## src/rtl/beat_pkg.sv

```systemverilog
// Shared types and width helpers for the beat detector.
// The helpers derive every internal width from the top-level parameters.
package beat_pkg;

  typedef enum logic [1:0] {
    IDLE   = 2'd0,
    EVAL   = 2'd1,
    UPDATE = 2'd2
  } beat_state_t;

  // Magnitude drops the sign bit because the most negative code saturates.
  function automatic int mag_w(input int sample_w);
    return sample_w - 1;
  endfunction

  function automatic int acc_w(input int sample_w, input int window_log2);
    return sample_w - 1 + window_log2;
  endfunction

  function automatic int hsum_w(input int sample_w, input int history_log2);
    return sample_w - 1 + history_log2;
  endfunction

  function automatic int cmp_w(input int sample_w, input int history_log2);
    return sample_w - 1 + history_log2 + 8;
  endfunction

endpackage

```

## src/rtl/energy_history.sv

```systemverilog
// Ring buffer of recent window energies with a running sum of its contents.
// oldest is the entry the next push overwrites.
module energy_history
  import beat_pkg::*;
#(
  parameter int SAMPLE_W     = 16,
  parameter int HISTORY_LOG2 = 3
) (
  input  logic                                  clk,
  input  logic                                  reset,
  input  logic                                  push,
  input  logic [mag_w(SAMPLE_W)-1:0]            din,
  output logic [mag_w(SAMPLE_W)-1:0]            oldest,
  output logic [hsum_w(SAMPLE_W,HISTORY_LOG2)-1:0] sum
);

  localparam int DATA_W = mag_w(SAMPLE_W);
  localparam int SUM_W  = hsum_w(SAMPLE_W, HISTORY_LOG2);
  localparam int DEPTH  = 2 ** HISTORY_LOG2;

  logic [DATA_W-1:0]       mem [DEPTH];
  logic [HISTORY_LOG2-1:0] wr_ptr;

  assign oldest = mem[wr_ptr];

  // NOTE: the history must start at zero so the running sum stays consistent
  // with its entries, so this small memory is reset rather than left as RAM.
  always_ff @(posedge clk or posedge reset) begin
    if (reset) begin
      for (int i = 0; i < DEPTH; i++) mem[i] <= '0;
      wr_ptr <= '0;
      sum    <= '0;
    end else if (push) begin
      mem[wr_ptr] <= din;
      wr_ptr      <= wr_ptr + HISTORY_LOG2'(1);
      sum         <= sum - SUM_W'(oldest) + SUM_W'(din);
    end
  end

endmodule

```

## src/rtl/beat_detector.sv

```systemverilog
// Audio-energy beat detector: windowed mean |sample| compared against a running
// average of recent windows; emits a one-cycle beat_trigger after a spike.
module beat_detector
  import beat_pkg::*;
#(
  parameter int SAMPLE_W        = 16,
  parameter int WINDOW_LOG2     = 8,
  parameter int HISTORY_LOG2    = 3,
  parameter int THRESH_NUM      = 3,
  parameter int THRESH_DEN_LOG2 = 1,
  parameter int HOLDOFF_WINDOWS = 4,
  parameter int MIN_ENERGY      = 64
) (
  input  logic                  clk,
  input  logic                  reset,
  input  logic [SAMPLE_W-1:0]   sample_in,
  input  logic                  sample_valid,
  output logic                  beat_trigger,
  output logic [SAMPLE_W-2:0]   energy_out,
  output logic                  energy_valid
);

  localparam int MAG_BITS  = mag_w(SAMPLE_W);
  localparam int ACC_BITS  = acc_w(SAMPLE_W, WINDOW_LOG2);
  localparam int HSUM_BITS = hsum_w(SAMPLE_W, HISTORY_LOG2);
  localparam int CMP_BITS  = cmp_w(SAMPLE_W, HISTORY_LOG2);
  localparam int WARM_MAX  = 2 ** HISTORY_LOG2;
  localparam int WARM_BITS = HISTORY_LOG2 + 1;
  localparam int HOLD_BITS = $clog2(HOLDOFF_WINDOWS + 2);

  if (WINDOW_LOG2 < 2) begin : g_window_check
    $error("beat_detector: WINDOW_LOG2 must be at least 2");
  end

  logic [SAMPLE_W-1:0]    neg_sample;
  logic [MAG_BITS-1:0]    mag;
  logic [ACC_BITS-1:0]    acc;
  logic [ACC_BITS-1:0]    acc_next;
  logic [WINDOW_LOG2-1:0] cnt;
  logic                   window_done;
  logic [MAG_BITS-1:0]    energy;

  // NOTE: every branch assigns mag, so this block stays purely combinational.
  always_comb begin
    neg_sample = '0 - sample_in;
    mag        = sample_in[MAG_BITS-1:0];
    if (sample_in[SAMPLE_W-1]) begin
      if (sample_in[SAMPLE_W-2:0] == '0) mag = '1;
      else                               mag = neg_sample[MAG_BITS-1:0];
    end
  end

  assign acc_next    = acc + ACC_BITS'(mag);
  assign window_done = sample_valid && (cnt == '1);

  // NOTE: state updates use non-blocking assignments so every register sees
  // the pre-edge value of every other register.
  always_ff @(posedge clk or posedge reset) begin
    if (reset) begin
      acc    <= '0;
      cnt    <= '0;
      energy <= '0;
    end else if (sample_valid) begin
      cnt <= cnt + WINDOW_LOG2'(1);
      if (window_done) begin
        energy <= acc_next[ACC_BITS-1:WINDOW_LOG2];
        acc    <= '0;
      end else begin
        acc <= acc_next;
      end
    end
  end

  beat_state_t           state;
  logic                  push;
  logic [MAG_BITS-1:0]   oldest;
  logic [HSUM_BITS-1:0]  hist_sum;
  logic [MAG_BITS-1:0]   avg;
  logic [CMP_BITS-1:0]   lhs;
  logic [CMP_BITS-1:0]   rhs;
  logic [HOLD_BITS-1:0]  holdoff_cnt;
  logic [WARM_BITS-1:0]  warm_cnt;
  logic                  beat_cond;
  logic                  beat_dec;

  assign push = (state == UPDATE);

  energy_history #(
    .SAMPLE_W     (SAMPLE_W),
    .HISTORY_LOG2 (HISTORY_LOG2)
  ) u_history (
    .clk    (clk),
    .reset  (reset),
    .push   (push),
    .din    (energy),
    .oldest (oldest),
    .sum    (hist_sum)
  );

  // The history still holds only earlier windows while in EVAL.
  assign avg = hist_sum[HSUM_BITS-1:HISTORY_LOG2];
  assign lhs = CMP_BITS'(energy) << THRESH_DEN_LOG2;
  assign rhs = CMP_BITS'(avg) * CMP_BITS'(THRESH_NUM);

  assign beat_cond = (lhs > rhs)
                   && (energy >= MAG_BITS'(MIN_ENERGY))
                   && (warm_cnt == WARM_BITS'(WARM_MAX))
                   && (holdoff_cnt == '0);

  always_ff @(posedge clk or posedge reset) begin
    if (reset) begin
      state        <= IDLE;
      beat_dec     <= 1'b0;
      beat_trigger <= 1'b0;
      energy_valid <= 1'b0;
      energy_out   <= '0;
      holdoff_cnt  <= '0;
      warm_cnt     <= '0;
    end else begin
      beat_trigger <= 1'b0;
      energy_valid <= 1'b0;
      case (state)
        IDLE: begin
          if (window_done) state <= EVAL;
        end
        EVAL: begin
          beat_dec <= beat_cond;
          state    <= UPDATE;
        end
        UPDATE: begin
          beat_trigger <= beat_dec;
          energy_valid <= 1'b1;
          energy_out   <= energy;
          if (beat_dec)                holdoff_cnt <= HOLD_BITS'(HOLDOFF_WINDOWS);
          else if (holdoff_cnt != '0)  holdoff_cnt <= holdoff_cnt - HOLD_BITS'(1);
          if (warm_cnt != WARM_BITS'(WARM_MAX)) warm_cnt <= warm_cnt + WARM_BITS'(1);
          state <= IDLE;
        end
        default: state <= IDLE;
      endcase
    end
  end

endmodule

```

## config.mk

```make
export PLATFORM = sky130hd
export DESIGN_NAME = beat_detector
export DESIGN_NICKNAME = d
export VERILOG_FILES = /design/src/rtl/beat_pkg.sv /design/src/rtl/energy_history.sv /design/src/rtl/beat_detector.sv
export SDC_FILE = /design/constraint.sdc
export NUM_CORES = 1
export LEC_CHECK = 0
export ABC_AREA = 1
export CAP_MARGIN = 25
export CORE_MARGIN = 1
export CORE_UTILIZATION = 39
export DETAILED_ROUTE_END_ITERATION = 10
export GPL_TIMING_DRIVEN = 0
export PLACE_DENSITY_LB_ADDON = 0.08
export SKIP_CTS_REPAIR_TIMING = 1
export SLEW_MARGIN = 30
export SYNTH_ARGS = -nofsm -noshare
export SYNTH_HDL_FRONTEND = slang
export SYNTH_HIERARCHICAL = 1
export SYNTH_SLANG_ARGS = --single-unit
export TNS_END_PERCENT = 5
```

## constraint.sdc

```tcl
create_clock -name clk -period 5.3 [get_ports clk]
set_input_delay 1.06 -clock clk [delete_from_list [all_inputs] [get_ports clk]]
set_output_delay 1.06 -clock clk [all_outputs]
set_load 0.005 [all_outputs]
```

Word level (Yosys, flattened, before mapping)
Index checks and enable logic that the tools add are counted.
- memories kept: 0
- latch bits: 0
- output and inout bits: 17
- flip-flop bits (word level): 214
- bits in writable memories: 0
- input bits: 19
- memory bits (read-only): 0
- multipliers: 1
- div/mod/pow operators: 0
- multiplexer cells: 15
- bitwise logic cells: 1
- magnitude comparators: 4
- add/subtract/negate cells: 8
- equality and inequality tests: 6
- reductions and logical operators: 13
- shift operators: 0
- operator list (cell ; number):
    bitwise mux 120 bit ; 1
    two-way mux 15 bit ; 5
    binary-select mux 15 bit (select 3 bit) ; 1
    demux 15 bit (select 3 bit) ; 1
    adder 23 x 15 -> 23 bit ; 1
    two-way mux 23 bit ; 1
    adder 18 x 15 -> 18 bit ; 1
    subtractor 18 x 15 -> 18 bit ; 1
    > comparator 16 x 17 -> 1 bit ; 1
    multiplier 15 x 2 -> 17 bit, second input constant ; 1
    >= comparator 15 x 7 -> 1 bit, second input constant ; 1
    zero test 15 bit ; 1
    subtractor 1 x 15 -> 15 bit, first input constant ; 1
    adder 8 x 1 -> 8 bit, second input constant ; 1
    == test 8 bit, second input constant ; 1
    two-way mux 3 bit ; 2
    AND reduction 2 bit ; 3
    logical AND 1 bit ; 5
    adder 4 x 1 -> 4 bit, second input constant ; 1
    == test 4 bit, second input constant ; 1
    >= comparator 4 bit, second input constant ; 1
    < comparator 4 x 1 -> 1 bit, second input constant ; 1
    != test 4 bit, second input constant ; 1
    inverter 3 -> 4 bit ; 1
    12 further kinds ; 13

Longest topological paths before layout
Gate-level depths: netlist of run 1.
- word-level depth: 6
- mapped depth: 23
- gate-level depth less buffers: 22

Modules after synthesis
Netlist of run 1, hierarchy kept.
- by module, submodules not included (module ; area each (um^2) ; instances ; cells each):
    energy_history ; 7415.9 ; 1 ; 901
    beat_detector ; 5341.4 ; 1 ; 735

Worst setup path after synthesis of run 1
OpenSTA, ideal clock, no wires.
- kind: input-to-reg
- start point: input port sample_in[0]
- end point: register acc[14]
- data arrival time: 3701 ps
- data required time: 5234 ps
- setup time: 66 ps
- stages on the path: 21
- setup slack: 1534 ps
- cell sequence: inv_1 ha_1 nand4_1 nor3_1 and3_1 nand3_1 buf_2 nand2_1 ha_1 inv_1 fa_1 inv_1 nand2_1 nand2_1 o21ai_2 o21ai_0 nand3_1 nand2_1 xor2_1 nand2_1 nand2_1
- word-level cells in the longest chain between the ends: 5
- elaborated cells on any way between the ends: 6
- classes of those cells: 2 x add/sub; 3 x mux; 1 x reduce/logical
- ends and longest elaborated chain (element ; line ; source):
    start: declaration ; beat_detector.sv:16 ; input logic [SAMPLE_W-1:0] sample_in,
    subtractor 1 x 15 -> 15 bit / zero test 15 bit (equally long branches) ; beat_detector.sv:45, beat_detector.sv:48 ;
    two-way mux 15 bit ; beat_detector.sv:48 ; if (sample_in[SAMPLE_W-2:0] == '0) mag = '1;
    two-way mux 15 bit (*) ; beat_detector.sv:47 ; if (sample_in[SAMPLE_W-1]) begin
    adder 23 x 15 -> 23 bit (*) ; beat_detector.sv:53 ; assign acc_next = acc + ACC_BITS'(mag);
    two-way mux 23 bit (*) ; beat_detector.sv:65 ; if (window_done) begin
    end signal: assignment ; beat_detector.sv:69 ; acc <= acc_next;
    end: declaration ; beat_detector.sv:37 ; logic [ACC_BITS-1:0] acc;
Every way passes the cells marked *; elsewhere a longest branch is shown, timed or not.
A chain may end at the register's enable or synchronous reset.

Worst setup path after layout of run 1
Same ends and word-level chain as after synthesis.

==> results.ini, run 1 <==
[critical_path]
rr_endpoint = u_history/sum[16]
start_kind = input pin
timing.rr.start = u_history/wr_ptr[0]
setup.worst_path.start = sample_in[0]
r2r_cells = 17
path_class = input pin to register
r2r_setup_slack_ns = 1.61
end_kind = register
arrival_ns = 4.89
critPathMaxFanout = 10
critPathRequiredTime_ns = 5.77

[floorplanning]
core-area_sq_um = 31880
die-area_sq_um = 33440
io_pins = 36
start_util_pct = 40.02
die_w_um = 182.9
die_h_um = 182.9
num_rows = 65

[pwr]
p_sw_share_pct = 32.91
p_clk_share_pct = 35.4
p_per_area_nw_per_um2 = 322.9
p_int_mw = 3.140
pwr-share-seq_pct = 39.6
leakagePower_nw = 7.025
p_comb_share_pct = 25.1
p_switching_mw = 1.540
vdd_drop_max_uv = 239.5

[logic_synthesis]
netlist_instances = 1636
synth_edf_count = 0
synthesis.area_sq_um = 12760
synthArstFlopShare_pct = 100.0
synth_seq_area_share_pct = 41.98
synthFlopType = dfrtp_1
synth_cell_types = 48
mappedNetlistNets = 1742
yosysWarnings = 6
avgSynthCellArea_sq_um = 7.798
synth-seq-cells = 214

[clocking]
clockBufferDepth = 3
cts_tree = done
cts_buffers = 25
htreeDepth = 1
clk_pin_slew_ns = 0.06
cts.sinks = 214
insertion_delay_ns = 0.53
cts_root_buffer = clkbuf_16

[final_layout]
diodes = 0
filler_cell_count = 3269
fin_cells = 2153
syn2layout_area_growth_pct = 13.64
layout.area.seq_sq_um = 5355
multi_input_area_sq_um = 6411
layout.nets = 1806
utilization_pct = 45.47
drive_gt1_share_pct = 5.239
final_area_sq_um = 14500

[sta]
fin_crit_sh_pct = 83.54
setup_violations = 0
fin_skew_ns = 0.01313
fmax_ghz = 0.2259
final.min_clock_period_ns = 4.428
final_hold_viol_count = 0
slew_violations = 0
grt_setup_unrepaired = no
fin_ws_ns = 0.8724
worst-slew-pin-transition_ns = 0.6423
slew_headroom_pct = 57.18
whs_ns = 0.4680

[hold_path]
hp-start = energy_out[1]
hold-path-endpoint = energy_out[1]
hold_depth = 2
holdCritPathClass = register to register

[drt]
wirelength_mm = 35.66
drc_errors = 0
firstDrtPassIters = 5
first_iter_violations = 579
post_drt_via_cell_ratio = 5.046
final_antenna_net_count = 0
wl_per_cell_um = 16.56
num_vias = 10860

[global_route]
grtUsageTotal_pct = 22.30
grt_max_degree = 85
met1_usage_pct = 30.23
grtUsageMet2_pct = 38.50
antenna_found_initial = 0
grt_pass1_vias = 10930
grt_first_pass_wirelength_mm = 58.81
use_met3_pct = 2.502
busiest_layer = met2
grt_overflow = 0

[placement]
dp.cells = 2108
place_area_sq_um = 13720
io_buffers = 35
dpl.hpwl_mm = 27.10
place_ws_ns = 0.4001
routabilityCongestion = 0.8733

[run_status]
status = complete, no violations

[flow_run]
maxCapViolCount = 0

metrics by stage:
| step | total power [mW] | setup TNS [ns] |
|---|---|---|
| final | 4.681 | 0 |
| after global routing | 4.994 | 0 |
| after CTS | 4.734 | 0 |
| after detailed placement | 3.049 | 0 |
| after global placement | 3.033 | -266.52 |
| after floorplan | 2.741 | 0 |
cells by family after synthesis:
logic type / count (synthesis) / synth area share [%]
AOI/OAI and AO/OA: 357 / 15.72
xor gates and xnor gates: 37 / 2.540
buffers and inverters: 253 / 7.768
and+or+nand+nor: 688 / 22.46
adders and majority gates: 87 / 9.533
DFF: 214 / 41.98
worst max path at each step:
stage / endpoint / depth (start not counted) / slack [ns]
global placement: u_history/mem[41] / 2 / -1.91
finish: acc[14] / 22 / 0.87
CTS: acc[14] / 22 / 0.94
floorplan: u_history/mem[0] / 1 / 0.46
detailed placement: acc[14] / 22 / 0.40
global route: acc[10] / 22 / 0.49
cell type report:
type | count | area share, %
Clock inverter | 4 | 0.1726
Inverter | 199 | 5.221
Sequential cell | 214 | 36.94
Tap cell | 435 | 3.754
Multi-Input combinational cell | 1169 | 44.22
Buffer | 54 | 1.683
Clock buffer | 41 | 5.213
Timing Repair Buffer | 37 | 2.796
layer usage:
layer | vias up | wire length, um
met5 | - | 0
met4 | 0 | 608
met3 | 39 | 1341
met2 | 194 | 16810
met1 | 5147 | 16900
li1 | 5484 | -
sequential cells by signal, indices dropped and copies added (netlist names), 3 cells and up:
signal            flops
u_history/mem       120
cnt                   8
warm_cnt              4
energy_out           15
u_history/wr_ptr      3
acc                  23
holdoff_cnt           3
energy               15
u_history/sum        18
cells in the final DEF (no fill, tap or decap), types with 15 or more instances in the layout:
master           netlist  routed
ha_1                  70      70
xor2_1                22      22
inv_1                193     191
xnor2_1               15      15
nor2_1                77      77
clkdlybuf4s50_1        0      35
clkbuf_1              30      39
buf_2                 20      20
nor3_1                18      18
a21oi_1               50      50
dfrtp_1              214     214
o21ai_1               20      20
o21a_1                30      30
fa_1                  17      17
o21ai_0              205     205
clkbuf_16              0      25
nand2_1              466     466
nand3_1               83      83
cell usage after synthesis (22+ instances only):
library cell  count  area [sq um]
a21oi_1          50         250.2
clkbuf_1         30         112.6
dfrtp_1         214          5355
ha_1             70         875.8
inv_1           193         724.4
nand2_1         466          1749
nand3_1          83         415.4
nor2_1           77         289.0
o21a_1           30         225.2
o21ai_0         205          1026
xor2_1           22         192.7
critical path: stages:
cell and delay (ns):
clkdlybuf4s50_1 0.42, inv_1 0.08, ha_1 0.19, nand4_1 0.16
nor3_1 0.24, and3_1 0.24, nand3_1 0.16, buf_2 0.23
nand2_1 0.08, ha_1 0.16, inv_1 0.05, fa_1 0.38
inv_1 0.13, nand2_1 0.08, nand2_1 0.08, o21ai_2 0.09
o21ai_0 0.41, nand3_1 0.13, nand2_1 0.11, xor2_1 0.24
nand2_1 0.09, nand2_1 0.07
power groups by stage:
stage	registers [mW]	clock network [mW]	logic [mW]
after floorplan	1.85	0	0.895
after global routing	1.87	1.77	1.36
after detailed placement	1.88	0	1.17
after CTS	1.85	1.71	1.18
final	1.85	1.66	1.17
after global placement	1.88	0	1.15
Power figures use the tool's default switching activity.
==> inputs of run 2 (changes only) <==
==> constraint.sdc (replaced) <==
create_clock -name clk -period 4.3 [get_ports clk]
set_input_delay 0.86 -clock clk [delete_from_list [all_inputs] [get_ports clk]]
set_output_delay 0.86 -clock clk [all_outputs]
set_load 0.005 [all_outputs]
==> run 2 against run 1 <==
Combinational power rose by 26%. Hold slack is essentially flat. Cell count grew 0.14%. Sequential power is 23% higher. Critical path depth is 1 higher. Routed wire length is 0.26% lower. Critical endpoint is now energy[8]. Setup slack got worse by 0.49 ns. Cell area grew 1.2%. Largest cell class unchanged. Sequential share of layout area shrank 0.43 points. Utilization grew 0.53 points. Clock power increased by 27%. Sequential cell count unchanged.
==> results.ini, run 2 (synthesis results as in run 1) <==
[run_status]
status = complete, no violations

[final_layout]
largest_reg_flops = 120
mostFrequentLayoutCells = nand2_1 (466), dfrtp_1 (214), o21ai_0 (204)
filler_cell_count = 3221
fin_cells = 2156
syn2layout_area_growth_pct = 14.97
layout.nets = 1812
regMostFlops = u_history/mem
reg.largest.list = u_history/mem: 120 flops, acc: 23 flops, u_history/sum: 18 flops
drive_gt1_share_pct = 6.043
layout_commonest_cell = nand2_1
utilization_pct = 46.00
diodes = 0

[global_route]
grt_max_degree = 48
antenna_found_initial = 0
grt_pass1_vias = 10880
grtUsageTotal_pct = 22.17
grt_overflow = 0
grt_first_pass_wirelength_mm = 58.65

[hold_path]
holdCritPathClass = register to register

[critical_path]
critPathRequiredTime_ns = 4.75
path_class = input pin to register
crit_slowest_cell = clkdlybuf4s50_1
arrival_ns = 4.37
worst_path_largest_cell_delay_ns = 0.41
start_kind = input pin
crit_path_cell_trace = clkdlybuf4s50_1 > inv_1 > ha_1 > nand4_1 > nor3_2 > and3_1 > nand3_1 > clkbuf_4 > nand2_1 > ha_1 > inv_1 > fa_1 > inv_1 > nand2_1 > nand2_1 > o21ai_2 > nor2_1 > nor2_1 > o21ai_2 > buf_4 > nor2_1 > nand3b_1 > nand2_1
crit_top_cell = nand2_1
critPathMaxFanout = 10
end_kind = register

[clocking]
clockBufferDepth = 3
cts_buffers = 25
cts_root_buffer = clkbuf_16
cts_tree = done
insertion_delay_ns = 0.52
htreeDepth = 1
clk_pin_slew_ns = 0.06
cts.sinks = 214

[floorplanning]
num_rows = 65
die_w_um = 182.9
io_pins = 36
start_util_pct = 40.02
die_h_um = 182.9
core-area_sq_um = 31880
die-area_sq_um = 33440

[pwr]
p_comb_share_pct = 25.2
vdd_drop_max_uv = 305.4
leakagePower_nw = 7.111
p_int_mw = 3.957
p_clk_share_pct = 35.9
p_switching_mw = 1.917
pwr-share-seq_pct = 38.9
p_sw_share_pct = 32.63
p_per_area_nw_per_um2 = 400.5

[drt]
first_iter_violations = 593
drc_errors = 0
firstDrtPassIters = 7
wl_per_cell_um = 16.50
final_antenna_net_count = 0
num_vias = 10850
wirelength_mm = 35.57
post_drt_via_cell_ratio = 5.032

[placement]
routabilityCongestion = 0.8660
place_ws_ns = -0.4055
io_buffers = 35
dpl.hpwl_mm = 27.53
dp.cells = 2113

[sta]
final_hold_viol_count = 0
setup_violations = 0
fin_ws_ns = 0.3842
worst-slew-pin-transition_ns = 0.6409
slew_violations = 0
final.min_clock_period_ns = 3.916
fmax_ghz = 0.2554
grt_setup_unrepaired = no
slew_headroom_pct = 57.27
fin_crit_sh_pct = 91.06
setup_tns_ns = 0
fin_skew_ns = 0.02094

[flow_run]
maxCapViolCount = 0

run 2: changes by cell type in the layout (fill, tap and decap cells not counted), sizes merged:
| cell | change |
|---|---|
| clkinvlp | +1 |
| bufinv | +2 |
| clkinv | +5 |
| clkbuf | -9 |
| buf | +5 |
| inv | -1 |
run 2: cell type report:
class                      instances  area [sq um]  share of cell area, %
clock inverter                    11         110.1                 0.7507
buffer                            54         246.5                  1.681
inverter                         199         753.2                  5.136
multi-input combinational       1169          6424                  43.80
tap                              435         544.3                  3.711
clock buffer                      31         698.2                  4.760
sequential                       214          5355                  36.51
timing repair buffer              43         535.5                  3.651
run 2: power groups by stage:
stage | clock network [mW] | logic, mW | registers [mW]
finish | 2.11 | 1.48 | 2.28
global route | 2.24 | 1.71 | 2.30
CTS | 2.16 | 1.47 | 2.28
detailed placement | 0 | 1.47 | 2.31
global placement | 0 | 1.42 | 2.32
floorplan | 0 | 1.10 | 2.28
run 2: final timing paths:
kind                       depth (start not counted)  slack (ns)                start                 to
max in group asynchronous                          5        2.68                reset  u_history/mem[57]
max reg2reg                                       18        0.53  u_history/wr_ptr[0]  u_history/sum[16]
min                                                2        0.47        energy_out[4]      energy_out[4]
min reg2reg                                        2        0.47        energy_out[4]      energy_out[4]
min in group asynchronous                          2        0.78                reset             cnt[3]
max                                               23        0.38         sample_in[0]          energy[8]
run 2: per-layer routing:
metal	part of all wire (%)	global-route usage (%)
met1	48	30.70
met2	47	38.00
met4	1.6	4.033
met5	0	0
met3	3.2	2.065
run 2: critical path, delay by kind of cell:
family	cells	cell delay [ns]
compound gates	2	0.32
fa+ha+maj	3	0.72
buf+inv	6	1.04
simple gates	12	1.41
run 2: stage by stage:
step / total power, mW / hold slack [ns] / cell area [sq um]
after floorplan: 3.379 / 0.4479 / 12760
after detailed placement: 3.777 / 0.4621 / 13840
after CTS: 5.912 / 0.4762 / 14640
final: 5.874 / 0.4684 / 14670
after global placement: 3.739 / 0.4596 / 13660
after global routing: 6.256 / 0.4985 / 14670
==> inputs of run 3 (changes only) <==
--- a/config.mk
+++ b/config.mk
@@ -8,7 +8,7 @@
 export ABC_AREA = 1
 export CAP_MARGIN = 25
 export CORE_MARGIN = 1
-export CORE_UTILIZATION = 39
+export CORE_UTILIZATION = 60
 export DETAILED_ROUTE_END_ITERATION = 10
 export GPL_TIMING_DRIVEN = 0
 export PLACE_DENSITY_LB_ADDON = 0.08
@@ -18,4 +18,4 @@
 export SYNTH_HDL_FRONTEND = slang
 export SYNTH_HIERARCHICAL = 1
 export SYNTH_SLANG_ARGS = --single-unit
-export TNS_END_PERCENT = 5
+export TNS_END_PERCENT = 20
==> run 3 against run 2 <==
Global-route usage up 9.5 points. Utilization grew 24 points. Highest routed layer unchanged. Clock-buffer cell count increased by 3. Register-to-register slack better by 0.05 ns.
==> results.ini, run 3 (synthesis results as in run 1) <==
[floorplanning]
io_pins = 36
num_rows = 52
die_w_um = 147.8
start_util_pct = 62.05
die-area_sq_um = 21850
die_h_um = 147.8
core-area_sq_um = 20560

[sta]
worst-slew-pin-transition_ns = 0.6413
slew_violations = 0
fin_skew_ns = 0.01434
fin_crit_sh_pct = 91.94
final_hold_viol_count = 0
slew_headroom_pct = 57.25
setup_violations = 0
final.min_clock_period_ns = 3.953
grt_setup_unrepaired = no
fmax_ghz = 0.2529
setup_tns_ns = 0
whs_ns = 0.4733
fin_ws_ns = 0.3466

[final_layout]
largest_reg_flops = 120
filler_cell_count = 1729
mostFrequentLayoutCells = nand2_1 (466), dfrtp_1 (214), o21ai_0 (204)
drive_gt1_share_pct = 5.981
regMostFlops = u_history/mem
diodes = 0
layout_commonest_cell = nand2_1
final_area_sq_um = 14420
reg.largest.list = u_history/mem: 120 flops, acc: 23 flops, u_history/sum: 18 flops
syn2layout_area_growth_pct = 13.03
layout.nets = 1810

[placement]
io_buffers = 35
dpl.hpwl_mm = 24.80
place_ws_ns = -0.4846
routabilityCongestion = 0.9408
place_area_sq_um = 13580

[clocking]
cts_tree = done
insertion_delay_ns = 0.53
cts_root_buffer = clkbuf_16
clk_pin_slew_ns = 0.06
htreeDepth = 1
clockBufferDepth = 3
cts_buffers = 24
cts.sinks = 214

[global_route]
busiest_layer = met2
grt_overflow = 0
grtUsageMet2_pct = 53.21
antenna_found_initial = 0
grtUsageTotal_pct = 31.64
met1_usage_pct = 42.97
grt_pass1_vias = 11050
grt_max_degree = 54
grt_first_pass_wirelength_mm = 54.92
use_met3_pct = 2.901

[critical_path]
critPathMaxFanout = 10
r2r_cells = 18
end_kind = register
r2r_setup_slack_ns = 0.58
rr_endpoint = u_history/sum[12]
timing.rr.start = u_history/wr_ptr[0]
start_kind = input pin
critPathRequiredTime_ns = 4.70
arrival_ns = 4.36
path_class = input pin to register

[drt]
final_antenna_net_count = 0
num_vias = 11250
drc_errors = 0
wl_per_cell_um = 16.53
post_drt_via_cell_ratio = 5.647
firstDrtPassIters = 8
wirelength_mm = 32.92
first_iter_violations = 793

[pwr]
leakagePower_nw = 7.085
vdd_drop_max_uv = 398.0
p_per_area_nw_per_um2 = 404.2
power_mw = 5.828

[hold_path]
hold_depth = 2
hold-path-endpoint = energy_out[12]
holdCritPathClass = register to register
hp-start = energy_out[12]

[run_status]
status = complete, no violations

[flow_run]
maxCapViolCount = 0

==> run 3: cell count changes in the layout (fill, tap and decap cells not counted), moves of 2 or more <==
| cell | previous run | this run |
|---|---|---|
| clkbuf_1 | 31 | 35 |
| buf_16 | 5 | 1 |
| buf_12 | 2 | 5 |
| clkinv_2 | 7 | 5 |
==> run 3: final cells by class <==
cell class | instances | area (sq um) | share of cell area (%)
flip-flops and latches | 214 | 5355 | 37.14
repair buffers | 42 | 485.5 | 3.367
inverters | 199 | 753.2 | 5.223
clock inverters | 10 | 117.6 | 0.8156
clock buffers | 34 | 688.2 | 4.772
plain buffers | 54 | 246.5 | 1.709
well taps | 270 | 337.8 | 2.343
multi-input cells | 1169 | 6436 | 44.63
==> run 3: where the power goes <==
| group | internal, mW | switching (mW) | total, mW |
|---|---|---|---|
| logic | 0.537 | 0.933 | 1.47 |
| clock network | 1.24 | 0.840 | 2.08 |
| registers | 2.16 | 0.124 | 2.28 |
| total | 3.93 | 1.90 | 5.83 |
==> run 3: critical path, cell delays in order <==
cell             delay [ns]
clkdlybuf4s50_1        0.41
inv_1                  0.08
ha_1                   0.19
nand4_1                0.19
nor3_2                 0.22
and3_1                 0.23
nand3_2                0.12
buf_4                  0.20
nand2_1                0.07
ha_1                   0.16
inv_1                  0.05
fa_1                   0.39
inv_1                  0.15
nand2_1                0.09
nand2_1                0.09
o21ai_2                0.10
nor2_1                 0.10
nor2_1                 0.08
o21ai_2                0.21
nand2_1                0.08
nand2_1                0.06
nand2_1                0.07
nand2_1                0.08
nand2_1                0.06
==> run 3: how the worst max path moves through the flow <==
stage	start	end	slack [ns]	cells past startpoint
6_report	sample_in[0]	energy[12]	0.35	24
5_1_grt	sample_in[0]	energy[6]	0.02	22
4_1_cts	sample_in[0]	energy[6]	0.02	22
3_5_place_dp	sample_in[0]	energy[6]	-0.48	22
3_3_place_gp	sample_in[0]	energy[6]	-0.48	22
2_1_floorplan	sample_in[0]	acc[14]	0.73	21
==> run 3: per-stage QoR <==
step,std cells,util [%]
global placement,1941,65.42
finish,1992,70.14
global route,1992,70.14
detailed placement,1947,66.05
CTS,1991,69.97
floorplan,1636,-
==> run 3: per-layer routing <==
metal / vias to the layer above / wire length, um
met5: - / 0
met1: 5373 / 14840
met3: 74 / 1499
li1: 5484 / -
met2: 318 / 15500
met4: 0 / 1077
